**config.mk**
```make
export PLATFORM = sky130hd
export DESIGN_NAME = bw_io_impctl_sclk_gen
export DESIGN_NICKNAME = d
export VERILOG_FILES = /design/src/rtl/bw_io_impctl_sclk_gen.sv
export SDC_FILE = /design/constraint.sdc
export NUM_CORES = 1
export LEC_CHECK = 0
export BUFFER_PORTS_ARGS = -buffer_cell sky130_fd_sc_hd__clkbuf_2
export CORE_UTILIZATION = 44
export CTS_CLUSTER_SIZE = 30
export DETAILED_ROUTE_END_ITERATION = 12
export PLACE_DENSITY = 0.72
export SLEW_MARGIN = 20
export SYNTH_ARGS = -nofsm -noshare
export SYNTH_HDL_FRONTEND = slang
export SYNTH_SLANG_ARGS = --single-unit
```
**constraint.sdc**
```tcl
create_clock -name l2clk -period 1.45 [get_ports l2clk]
set_input_delay 0.29 -clock l2clk [delete_from_list [all_inputs] [get_ports l2clk]]
set_output_delay 0.29 -clock l2clk [all_outputs]
set_load 0.01 [all_outputs]
```
**src/rtl/bw_io_impctl_sclk_gen.sv**
```systemverilog
// Purpose: programmable slow-clock generator for impctl; divides l2clk by N = div_sel+1 (N >= 2).
// Latency: sclk is registered; int_sclk is the combinational terminal-count tick one cycle ahead.
// Backpressure: none; enable=0 freezes the phase counter and forces sclk low.
//
// Ports:
//   l2clk        core clock, all flops on rising edge
//   global_reset synchronous active-high reset
//   enable       1 = count, 0 = hold count and force sclk low
//   div_sel      requested ratio minus 1 (0 is treated as 1)
//   mode         0 = one-cycle pulse per period, 1 = ~50% square
//   sync         restart phase and reload the ratio immediately
//   se, si, so   scan chain: si -> cnt[0] .. cnt[MSB] -> sclk flop -> so
//   int_sclk     terminal-count tick
//   sclk/ssclk_n divided clock and its complement
//   div_active   ratio currently in force, minus 1
module bw_io_impctl_sclk_gen #(
  parameter int CNT_W   = 4,
  parameter int DEF_DIV = 16
) (
  input  logic             l2clk,
  input  logic             global_reset,
  input  logic             enable,
  input  logic [CNT_W-1:0] div_sel,
  input  logic             mode,
  input  logic             sync,
  input  logic             se,
  input  logic             si,
  output logic             so,
  output logic             int_sclk,
  output logic             sclk,
  output logic             ssclk_n,
  output logic [CNT_W-1:0] div_active
);

  localparam logic [CNT_W-1:0] DIV_RST = CNT_W'(DEF_DIV - 1);

  logic [CNT_W-1:0] cnt_q, cnt_d;
  logic [CNT_W-1:0] div_q, div_d;
  logic             sclk_q, sclk_d;
  logic [CNT_W-1:0] div_eff;
  logic             tc;
  logic [CNT_W:0]   hi_thr;

  // A ratio of 1 cannot toggle, so div_sel=0 is promoted to N=2.
  assign div_eff = (div_sel == '0) ? CNT_W'(1) : div_sel;
  assign tc      = (cnt_q == div_q);

  // Square mode is high for floor(N/2) of N cycles: the high phase starts at
  // cnt = N - floor(N/2) = ceil(N/2) = (div_q + 2) >> 1. One extra bit keeps
  // div_q = 2^CNT_W-1 from overflowing.
  assign hi_thr = ({1'b0, div_q} + (CNT_W+1)'(2)) >> 1;

  always_comb begin
    cnt_d  = cnt_q;
    div_d  = div_q;
    sclk_d = sclk_q;
    if (se) begin
      cnt_d  = {cnt_q[CNT_W-2:0], si};
      sclk_d = cnt_q[CNT_W-1];
    end else if (sync) begin
      cnt_d  = '0;
      div_d  = div_eff;
      sclk_d = 1'b0;
    end else if (!enable) begin
      sclk_d = 1'b0;
    end else begin
      // New ratio is adopted only at wrap so no period is ever cut short or
      // stretched. A scanned-in cnt above div_q just rolls over naturally.
      if (tc) begin
        cnt_d = '0;
        div_d = div_eff;
      end else begin
        cnt_d = cnt_q + CNT_W'(1);
      end
      sclk_d = mode ? ({1'b0, cnt_q} >= hi_thr) : tc;
    end
  end

  always_ff @(posedge l2clk) begin
    if (global_reset) begin
      cnt_q  <= '0;
      div_q  <= DIV_RST;
      sclk_q <= 1'b0;
    end else begin
      cnt_q  <= cnt_d;
      div_q  <= div_d;
      sclk_q <= sclk_d;
    end
  end

  assign int_sclk   = enable & tc & ~se;
  assign sclk       = sclk_q;
  assign ssclk_n    = ~sclk_q;
  assign so         = sclk_q;
  assign div_active = div_q;

endmodule
```
==> results summary, run 1 <==
Leaving out fill and tap cells, the most frequent cell in the layout is clkbuf_2. Detailed routing inserted a total of 682 vias. Before CTS, the worst setup slack after placement is -0.0844 ns. The number of distinct library cell variants in the gate-level netlist after synthesis came out at 29. The post-layout minimum cycle time came out at 1.54 ns. The core box area is 0.00135 mm^2. Clock-pin slew was measured on the worst setup and hold paths at 0.06 ns. Setup repair after global routing could not meet its margin everywhere. The top cell types in the final layout, fill and taps aside, are clkbuf_2 (17), buf_4 (13), nor2_1 (11). The number of antenna diodes in the final layout is 0. The biggest fanout along the worst timing path came out at 5.

The number of max-cap violations came out at 0. The number of non-filler instances in the completed layout came out at 124. The insertion delay to the later sink of the worst-skew pair came out at 0.26 ns.

In the post-route analysis, the smallest setup slack over all paths is -0.0924 ns. Setup violations remaining at the end of the flow were counted as 2. The first global-routing pass estimated 2650 um of wire. The H-tree level count came out at 1. STA classifies the critical path endpoint as a flip-flop. The CTS buffer count is 3. Measured against its own limit, the worst slew margin works out to 75.4%. The final-report max-slew violation count is 0. The overall routing resource usage is 24.8%. The wire length after detailed routing came out at 1790 um.

The sequential area share after synthesis is 27.2%. The run finished, with violations left. For this run, the number of Yosys warnings is 0. The final reports fail on negative setup slack.

The DRC violations left is 0. The number of input and output port buffers inserted is 18. The total placed instance area is 870 um^2.

After synthesis the cells add up to 662 um^2. VDD sags by at most 0.643 mV. The synthesized area per cell is 8.71 um^2.

The power density over cell area came out at 680 mW/mm^2. The flop and latch count out of synthesis came out at 9. The growth of design area from synthesis to finish came out at 46.1%. The number of buffers on the longest clock path is 2. The effective utilization at floorplan is 49.0%.

The count of standard-cell rows came out at 13. The peak clock frequency supported by timing is 0.648 GHz. The via count of the first global-routing pass came to 660. In the final design database the tool counted 127 nets. The die covers 0.00166 mm^2. Measured along the y axis, the die boundary spans 40.8 um.

The I/O pin count came out at 19. The leakage component of the power came out at 0.456 nW. The worst setup slack for register-to-register paths is -0.09 ns. In the final timing run, aggregate negative setup slack is -0.106 ns. For the worst setup path, the data required time is 1.59 ns. The number of nets produced by synthesis came out at 93. TritonCTS built the clock tree. The share of layout cells above drive strength 1 is 51.4%. The final weighted congestion in routability-driven placement came out at 0.805. The final number of hold-violating endpoints came out at 0. The total overflow left after global routing is 0. The clock sink count came out at 9. The cts-stage hold buffer count is 0. Entering global routing, the biggest net connects 14 pins. The finished layout cell area came out at 967 um^2. The floorplan die width is 40.8 um. The average vias per placed instance is 5.50. The filler cells instantiated in the layout total 112. STA classifies the critical path startpoint as a flip-flop.

The part of the cycle the worst path needs came out at 106%. In the final routed layout, each cell accounts on average for 14.4 um. The data arrival time of the critical path came out at 1.69 ns. The worst setup path is of the flip-flop to flip-flop kind.

The final antenna-violating net count is 0. The violation count after the first detailed-route iteration came out at 10. The number of placed instances, taps included, is 119. The pre-antenna-repair detailed-routing pass consisted of 4 iterations. Synthesis handed over a netlist of 76 instances. The initial antenna violation count came out at 0. The path class of the tightest hold or removal check is primary input to flip-flop. The clock arrives with 0.00724 ns of skew. In this run the clock root is driven by a clkbuf_4.

The wire-length estimate of the detail-placed layout is 1300 um. For the pin with the worst max-slew slack, the measured transition is 0.369 ns.
[layout make-up]
class	instances	area, um^2	share of cell area, %
Tap cell	15	18.8	1.94
Sequential cell	9	193	19.9
Clock buffer	4	26.3	2.72
Inverter	6	22.5	2.33
Multi-Input combinational cell	58	508	52.5
Timing Repair Buffer	32	199	20.6
[metrics by stage]
| stage | total power, mW | utilization [%] | hold slack, ns |
|---|---|---|---|
| final | 0.658 | 71.6 | 0.293 |
| after global routing | 0.697 | 71.6 | 0.291 |
| after CTS | 0.645 | 68.0 | 0.288 |
| after detailed placement | 0.446 | 64.4 | 0.566 |
| after global placement | 0.441 | 64.4 | 0.560 |
| after floorplan | 0.378 | - | 0.451 |
[layer usage]
layer  track usage, %  wire [um]  vias up
met2             43.0        891       13
li1                 -          -      341
met3             5.98         51        6
met5                0          0        -
met4             12.5         52        0
met1             27.6        791      322
[worst paths after layout]
kind | startpoint | to | cells past startpoint
worst max-delay path | div_active[1]$_SDFFE_PP1P_ | sclk$_SDFF_PP0_ | 6
worst max register to register | div_active[1]$_SDFFE_PP1P_ | sclk$_SDFF_PP0_ | 6
worst min-delay path | div_sel[0] | div_active[0]$_SDFFE_PP1P_ | 3
worst min register to register | div_active[0]$_SDFFE_PP1P_ | div_active[0]$_SDFFE_PP1P_ | 3
[critical path, stage by stage (launching register included)]
cell,delay [ns]
dfxtp_4,0.37
ha_4,0.27
inv_2,0.04
ha_4,0.23
a21o_1,0.18
a211oi_2,0.22
o32ai_2,0.12
[registers in the layout, indices dropped and copies added, names as in the netlist]
name        flops
cnt_q           4
div_active      4
sclk            1
[where the power goes]
group          leakage, nW  internal, mW  switching (mW)
Clock               0.0150         0.106          0.0844
Combinational        0.367        0.0998          0.0911
Sequential          0.0741         0.261          0.0158
[synth_stat cells, drive strengths merged]
cell type	number	area share, %
nor2	11	6.2
nand4	1	1.9
nor3b	1	1.1
a2111o	1	1.7
mux2i	4	6.0
a211oi	3	3.4
or2	1	0.95
clkbuf	1	0.57
nand2	2	1.1
xnor2	5	7.8
dfxtp	9	27
inv	6	3.4
nor4	1	0.95
nand2b	3	2.8
a32oi	2	2.6
o21ai	2	1.5
and3	1	0.95
a21oi	2	1.5
ha	6	11
nor4b	1	1.3
a21o	1	1.1
o32ai	1	2.5
a22oi	2	2.3
buf	2	1.9
o31ai	1	3.2
nand3	2	1.5
nor3	4	3.0
[cell families after synthesis]
logic type | Yosys count | synth area share, %
muxes | 4 | 6.05
and+or+nand+nor | 28 | 21.9
AOI/OAI and AO/OA | 15 | 19.8
adders and majority gates | 6 | 11.3
buffers and inverters | 9 | 5.86
xor gates and xnor gates | 5 | 7.75
DFF | 9 | 27.2
[what timing repair did]
item,CTS,global route
pin swaps,1,7
setup endpoints to repair,2,8
buffers inserted,1,0
resized for setup,2,8
No activity file was read; power rests on OpenSTA's default activity.
==> run 2: changes to the inputs <==
TNS_END_PERCENT = 20   (was unset)
clock period = 1.35 ns   (was 1.45 ns; I/O delays follow)
==> run 2 against run 1 <==
  * The run still ends with negative setup slack left
  * Register-to-register slack worse by 0.05 ns
  * Power up 8.1%
  * Core utilization up 0.19 points
  * Global-route usage up 0.084 points
  * Non-clock buffer count up 2
  * Via count up 0.59%
  * Worst hold slack about the same
  * Critical path type is now flip-flop to output pin
  * Critical endpoint is now int_sclk
  * Largest cell class unchanged
  * Largest power group unchanged
  * Highest routed layer unchanged
==> results summary, run 2 (same netlist as run 1, synthesis figures left out) <==
The worst min-delay path category is primary input to flip-flop. The congestion estimate from routability-driven global placement came to 0.741. The worst IR drop on VDD is 0.557 mV. The flow ran to the end, but the final reports show violations. The number of max-cap violations is 0. The biggest fanout along the worst timing path is 5. After detailed routing, the total wire length is 1740 um. The antenna cell count is 0. The final-report max-slew violation count was 0. For this block, the initial DRC count from the detailed router was 16. The effective utilization at floorplan is 49.0%. The insertion delay to the later sink of the worst-skew pair came out at 0.26 ns. Dividing total power by cell area gives a power density of 733 mW/mm^2.

The global-route congestion overflow total came out at 0. The post-layout net count is 129. The finished layout cell area came out at 970 um^2.

In this run the standard cell core region covers 0.00135 mm^2. Entering global routing, the biggest net connects 14 pins. The count of standard-cell rows came out at 13.

The largest clock skew in the final design is 0.00719 ns. The I/O pin count came out at 19. The clock sink count came out at 9. The initial antenna violation count came out at 0. STA classifies the critical path startpoint as a flip-flop. Hold repair after CTS inserted 0 buffers. The overall routing resource usage is 24.9%. The floorplan die width came out at 40.8 um.

In the layout the commonest cells are clkbuf_2 (17), buf_4 (15), nor2_1 (11). The peak clock frequency supported by timing is 0.660 GHz. The share of layout cells above drive strength 1 is 50.5%. The number of buffers on the longest clock path is 2.

The final number of hold-violating endpoints was 0. Total power for the finished layout comes to 711 uW. The post-CTS clock slew at the launch and capture registers of the worst setup and hold paths is 0.07 ns. In this run the static leakage power is 0.459 nW.

Traced cell by cell, the critical path runs through xnor2_2, nand4_2, nor3_2, buf_2. The part of the cycle the worst path needs is 112%. The DRC violations left came out at 0. The post-layout minimum cycle time came out at 1.51 ns.

The data arrival time of the critical path came out at 1.24 ns. The growth of design area from synthesis to finish came out at 46.5%. Setup repair after global routing could not meet its margin everywhere. Using the TritonRoute via totals, the vias-per-cell ratio works out to 5.44.

The worst path required time came out at 1.08 ns. For the pin with the worst max-slew slack, the measured transition is 0.365 ns. The first global-routing pass estimated 2620 um of wire. Leaving out fill and tap cells, the most frequent cell in the layout is clkbuf_2.

The average wire per standard cell came out at 13.8 um. The routed layout has 686 vias. The max-slew headroom at the worst pin is 75.5%. In the post-route analysis, the smallest setup slack over all paths is -0.165 ns. The cell at the slowest stage of the critical path is dfxtp_4.

The fraction of the core area covered by cells at the end of the flow is 71.8%. The via count of the first global-routing pass came to 590. The total placed instance area is 885 um^2. The vertical extent of the die is 40.8 um. The worst setup path is captured at an output pin. Summed over all nets, the half-perimeter wirelength after detailed placement is 1310 um. The final antenna-violating net count is 0.

Input and output buffers added on the ports amount to 18. The buffer cell driving the clock tree root is clkbuf_4. The number of detailed-routing iterations run before antenna repair is 4. The checks that failed: negative setup slack.

The type of the worst setup path is flip-flop to output pin. The peak per-stage delay on the critical path is 0.37 ns. The final setup violation count came out at 8. The CTS buffer count is 3.

In this run the number of H-tree levels came out at 1. The area of the die came out at 0.00166 mm^2. The CTS tree is built.
## run 2: cell count changes in the layout (fill, tap and decap cells not counted)
cell	change
nand2b_1	+1
ha_1	+1
nand2b_4	-1
ha_4	-1
buf_4	+2
a32oi_2	+1
inv_1	+1
a32oi_1	-1
inv_2	-1
## run 2: worst paths after layout
check                                                start  depth (start not counted)                    endpoint  slack [ns]
worst max-delay path            div_active[1]$_SDFFE_PP1P_                          4                    int_sclk       -0.16
worst min-delay path                            div_sel[0]                          3  div_active[0]$_SDFFE_PP1P_        0.29
worst max register to register  div_active[1]$_SDFFE_PP1P_                          6             sclk$_SDFF_PP0_       -0.14
worst min register to register  div_active[0]$_SDFFE_PP1P_                          3  div_active[0]$_SDFFE_PP1P_        0.65
## run 2: area by class of cell
type                            count  area [um^2]
Inverter                            6         22.5
Sequential cell                     9          193
Fill cell                         103          380
Multi-Input combinational cell     58          495
Clock buffer                        4         26.3
Tap cell                           15         18.8
Timing Repair Buffer               34          214
## run 2: power by group
part / switching [mW] / internal [mW] / total, mW
clock: 0.100 / 0.114 / 0.214
sequential: 0.0163 / 0.280 / 0.296
combinational: 0.0955 / 0.105 / 0.200
total: 0.212 / 0.499 / 0.711
## run 2: metal layers
| layer | routed length (um) | vias up | global-route usage, % |
|---|---|---|---|
| met1 | 786 | 317 | 30.9 |
| met5 | 0 | - | 0 |
| li1 | - | 343 | - |
| met3 | 63 | 4 | 3.80 |
| met4 | 29 | 0 | 12.5 |
| met2 | 862 | 22 | 41.0 |
## run 2: through the flow
stage	std cells	worst slack, ns	hold slack (ns)	TNS [ns]
after floorplan	76	-0.129	0.431	-0.129
after global placement	121	-0.135	0.549	-0.135
after detailed placement	121	-0.148	0.562	-0.259
after CTS	126	-0.163	0.290	-0.796
after global routing	126	-0.211	0.312	-1.34
final	126	-0.165	0.293	-0.838
## run 2: repair_timing
item | CTS | global route
pin swaps | 0 | 2
gates resized for setup | 2 | 6
buffers inserted | 1 | 0
setup endpoints to repair | 6 | 8
## run 2: critical path, delay by kind of cell (launching register included)
kind	cells	cell delay (ns)
and+or+nand+nor	2	0.31
DFF	1	0.37
buffers and inverters	1	0.16
xor gates and xnor gates	1	0.14
==> run 3: changes to the inputs <==
ABC_AREA = 1   (was unset)
CORE_UTILIZATION = 45   (was 44)
PLACE_DENSITY = 0.73   (was 0.72)
==> run 3 against run 2 <==
  * The flow still finishes with violations (negative setup slack)
  * Core utilization is 2.3 points lower
  * Power is 13% higher
  * Die area is 6.1% higher
  * Final area is 8.0% higher
  * Critical path type is now flip-flop to flip-flop
==> results summary, run 3 <==
The leakage component of the power came out at 0.537 nW. STA classifies the critical path endpoint as a flip-flop. The final reports fail on negative setup slack. The cell at the slowest stage of the critical path is dfxtp_4.

The antenna cell count came out at 0. The number of distinct library cell variants in the gate-level netlist after synthesis came out at 22. In the post-synthesis netlist, the biggest area contributors are dfxtp_1 (25%), ha_1 (10%), nand2_1 (10%). The part of the cycle the worst path needs came out at 116%. The cell type with the highest aggregate area in the netlist is dfxtp_1.

Headroom to the max-slew limit came out at 81.8%. On the final layout, the worst clock skew is 0.00488 ns. The worst setup path is launched from a flip-flop. Across the VDD grid, the largest voltage drop is 0.605 mV. The sequential area share after synthesis is 25.0%. For this run, design rule violations remaining after detail routing come to 0. The area fraction in compound gates after synthesis is 10.9%. The average vias per placed instance came out at 4.94. The floorplan die width is 42.0 um. The final antenna-violating net count is 0.

The first global-routing pass estimated 3130 um of wire. In this run the number of H-tree levels came out at 1. Counting every instance in the synthesized netlist gives 106. The internal portion of the total power is 527 uW. The number of non-filler instances in the completed layout is 157. The clock sink count is 9. The post-route netlist has 51.8% of its cells at a drive strength greater than 1. The violation count after the first detailed-route iteration came out at 18. After synthesis, the share of cell area in mux cells is 0%.

In the synthesized netlist the dominant register cell turns out to be dfxtp_1. The biggest fanout along the worst timing path is 2. The average wire per standard cell came out at 11.4 um. In this design, the stage delay of the slowest critical-path cell is 0.35 ns. The number of cells in the design after placement came out at 148. Across every metal layer, demand over resource in global routing totals 23.7%. The proportion of power drawn by the clock network came out at 27.8%. The measured slew at the worst slew-check pin is 0.273 ns. Leaving out fill and tap cells, the most frequent cell in the layout is clkbuf_2.

The CTS buffer count is 3. The top cell types in the final layout, fill and taps aside, are clkbuf_2 (17), nand2_1 (15), inv_1 (12), nand3_1 (12). The data arrival time of the critical path came out at 1.73 ns. The vertical extent of the die came out at 42.0 um. The post-CTS clock slew at the launch and capture registers of the worst setup and hold paths is 0.07 ns. The final number of hold-violating endpoints is 0. The most common cell type on the critical path is nand2_1. Sorting the synthesized cells by how often they occur yields nand2_1 (20), inv_1 (16), nand3_1 (14), a21oi_1 (9), dfxtp_1 (9).

Relative to the synthesized area, the layout overhead comes to 45.3%. The fraction of synthesis flops using an asynchronous set or reset pin is 0%. The net switching power is 277 uW. The first detailed-routing pass took 4 iterations. The post-layout minimum cycle time came out at 1.56 ns. The share of synthesized cell area in and, or, nand and nor gates is 37.3%.

Net switching is 34.5% of the power. The total of warnings raised by yosys is 0. Of the total synthesized cell area, the portion taken by XOR and XNOR cells is 3.65%. The number of buffers on the longest clock path came out at 2. The worst min-delay path category is primary input to flip-flop.

The signal on the critical path passes through buf_6, ha_4, xnor2_1, ha_1, nand2_1, inv_2, nand2_1, nand4_1, nand3_2, a21oi_2. TritonCTS built the clock tree. The proportion of netlist area held by the largest area contributor is 25.0%. For this design the top-level I/O count stands at 19. The wire length after detailed routing is 1790 um. The final setup violation count came out at 2. The count of standard-cell rows came out at 14. After synthesis, the largest family of logic cells by area is simple AND/OR/NAND/NOR gates.

Setup repair after global routing could not meet its margin everywhere. The post-layout net count came out at 159. The final worst-path setup slack came out at -0.210 ns.

The core box area is 0.00151 mm^2. The power density over cell area is 768 mW/mm^2. The adder-cell area share of the yosys netlist came out at 10.4%. The flow ran to the end, but the final reports show violations. The share of total power in sequential cells is 37.7%. The number of enable flip-flop cells after synthesis came out at 0. The worst path required time is 1.52 ns. The post-synth design cell area is 721 um^2.

The number of vias after detailed routing is 775. The pin count of the biggest net entering global routing is 9. The floorplan step defined a die boundary enclosing 0.00177 mm^2. The final weighted congestion in routability-driven placement came out at 0.895.

The critical path is of the flip-flop to flip-flop type. The combinational fraction of design power is 34.5%. For this run, the top clock speed supported by timing is 0.641 GHz. Adding up every negative setup slack in the final design gives -0.371 ns. nand2_1 is the most common cell in the netlist.

Synthesis inferred 9 register bits. The via count of the first global-routing pass came to 767. The number of nets produced by synthesis is 123. Clock tree synthesis selected as its root buffer the cell clkbuf_4.

The clock reaches the later pin of the worst-skew pair after 0.27 ns. The initial antenna violation count is 0. The global-route congestion overflow total is 0. The effective utilization at floorplan came out at 47.8%.

The synthesized area per cell is 6.80 um^2. The number of max-cap violations came out at 0. The wire-length estimate of the detail-placed layout is 1360 um. The final-report max-slew violation count is 0.

During placement, the flow inserted port buffers numbering 18.
==> run 3: final timing paths <==
path                                                  from               to  slack [ns]  cells after the start
worst min-delay path                          global_reset  sclk$_SDFF_PP0_        0.16                      2
worst max register to register  div_active[2]$_SDFFE_PP1P_  sclk$_SDFF_PP0_       -0.21                     10
worst min register to register       cnt_q[3]$_SDFFE_PP0P_  sclk$_SDFF_PP0_        0.51                      2
worst max-delay path            div_active[2]$_SDFFE_PP1P_  sclk$_SDFF_PP0_       -0.21                     10
==> run 3: power groups by stage <==
stage | clock network, mW | registers [mW] | logic (mW)
2_1_floorplan | 0 | 0.315 | 0.154
3_3_place_gp | 0 | 0.307 | 0.240
3_5_place_dp | 0 | 0.308 | 0.249
4_1_cts | 0.232 | 0.302 | 0.271
5_1_grt | 0.240 | 0.305 | 0.308
6_report | 0.223 | 0.303 | 0.277
==> run 3: timing repair <==
action | in CTS | in global routing
setup endpoints to repair | 2 | 6
setup buffers | 5 | 0
pin swaps | 4 | 9
gates resized for setup | 10 | 12
hold buffers | 0 | 0
==> run 3: metal layers <==
metal	GRT usage, %	vias to the layer above	part of all wire, %
met2	38.8	21	49
met5	0	-	0
met1	28.9	340	44
li1	-	410	-
met3	3.88	4	4.4
met4	14.4	0	2.2
==> run 3: area by class of cell <==
type                       count  area (um^2)
multi-input combinational     74          502
fill                         119          459
timing repair buffer          33          228
sequential                     9          193
inverter                      21         78.8
clock buffer                   4         26.3
tap                           16         20.0
==> run 3: stage by stage <==
step                setup WS (ns)  power, mW  area (um^2)  util [%]  hold slack [ns]
detailed placement        -0.0747      0.557          926      61.5            0.451
global route               -0.235      0.853         1050      69.5            0.168
finish                     -0.210      0.804         1050      69.5            0.162
global placement          -0.0146      0.547          926      61.5            0.447
CTS                        -0.185      0.805         1010      67.3            0.156
floorplan                 -0.0173      0.469          753         -            0.332
==> run 3: kinds of logic after synthesis <==
kind of cell,Yosys count
simple gates,50
buf+inv,23
compound gates,15
flops,9
fa+ha+maj,6
xor+xnor,3
==> run 3: critical path, delay by kind of cell (launching register included) <==
kind,cells,cell delay (ns)
adders and majority gates,2,0.45
DFF,1,0.35
buffers and inverters,2,0.17
AOI/OAI and AO/OA,1,0.04
and+or+nand+nor,4,0.36
xor gates and xnor gates,1,0.12
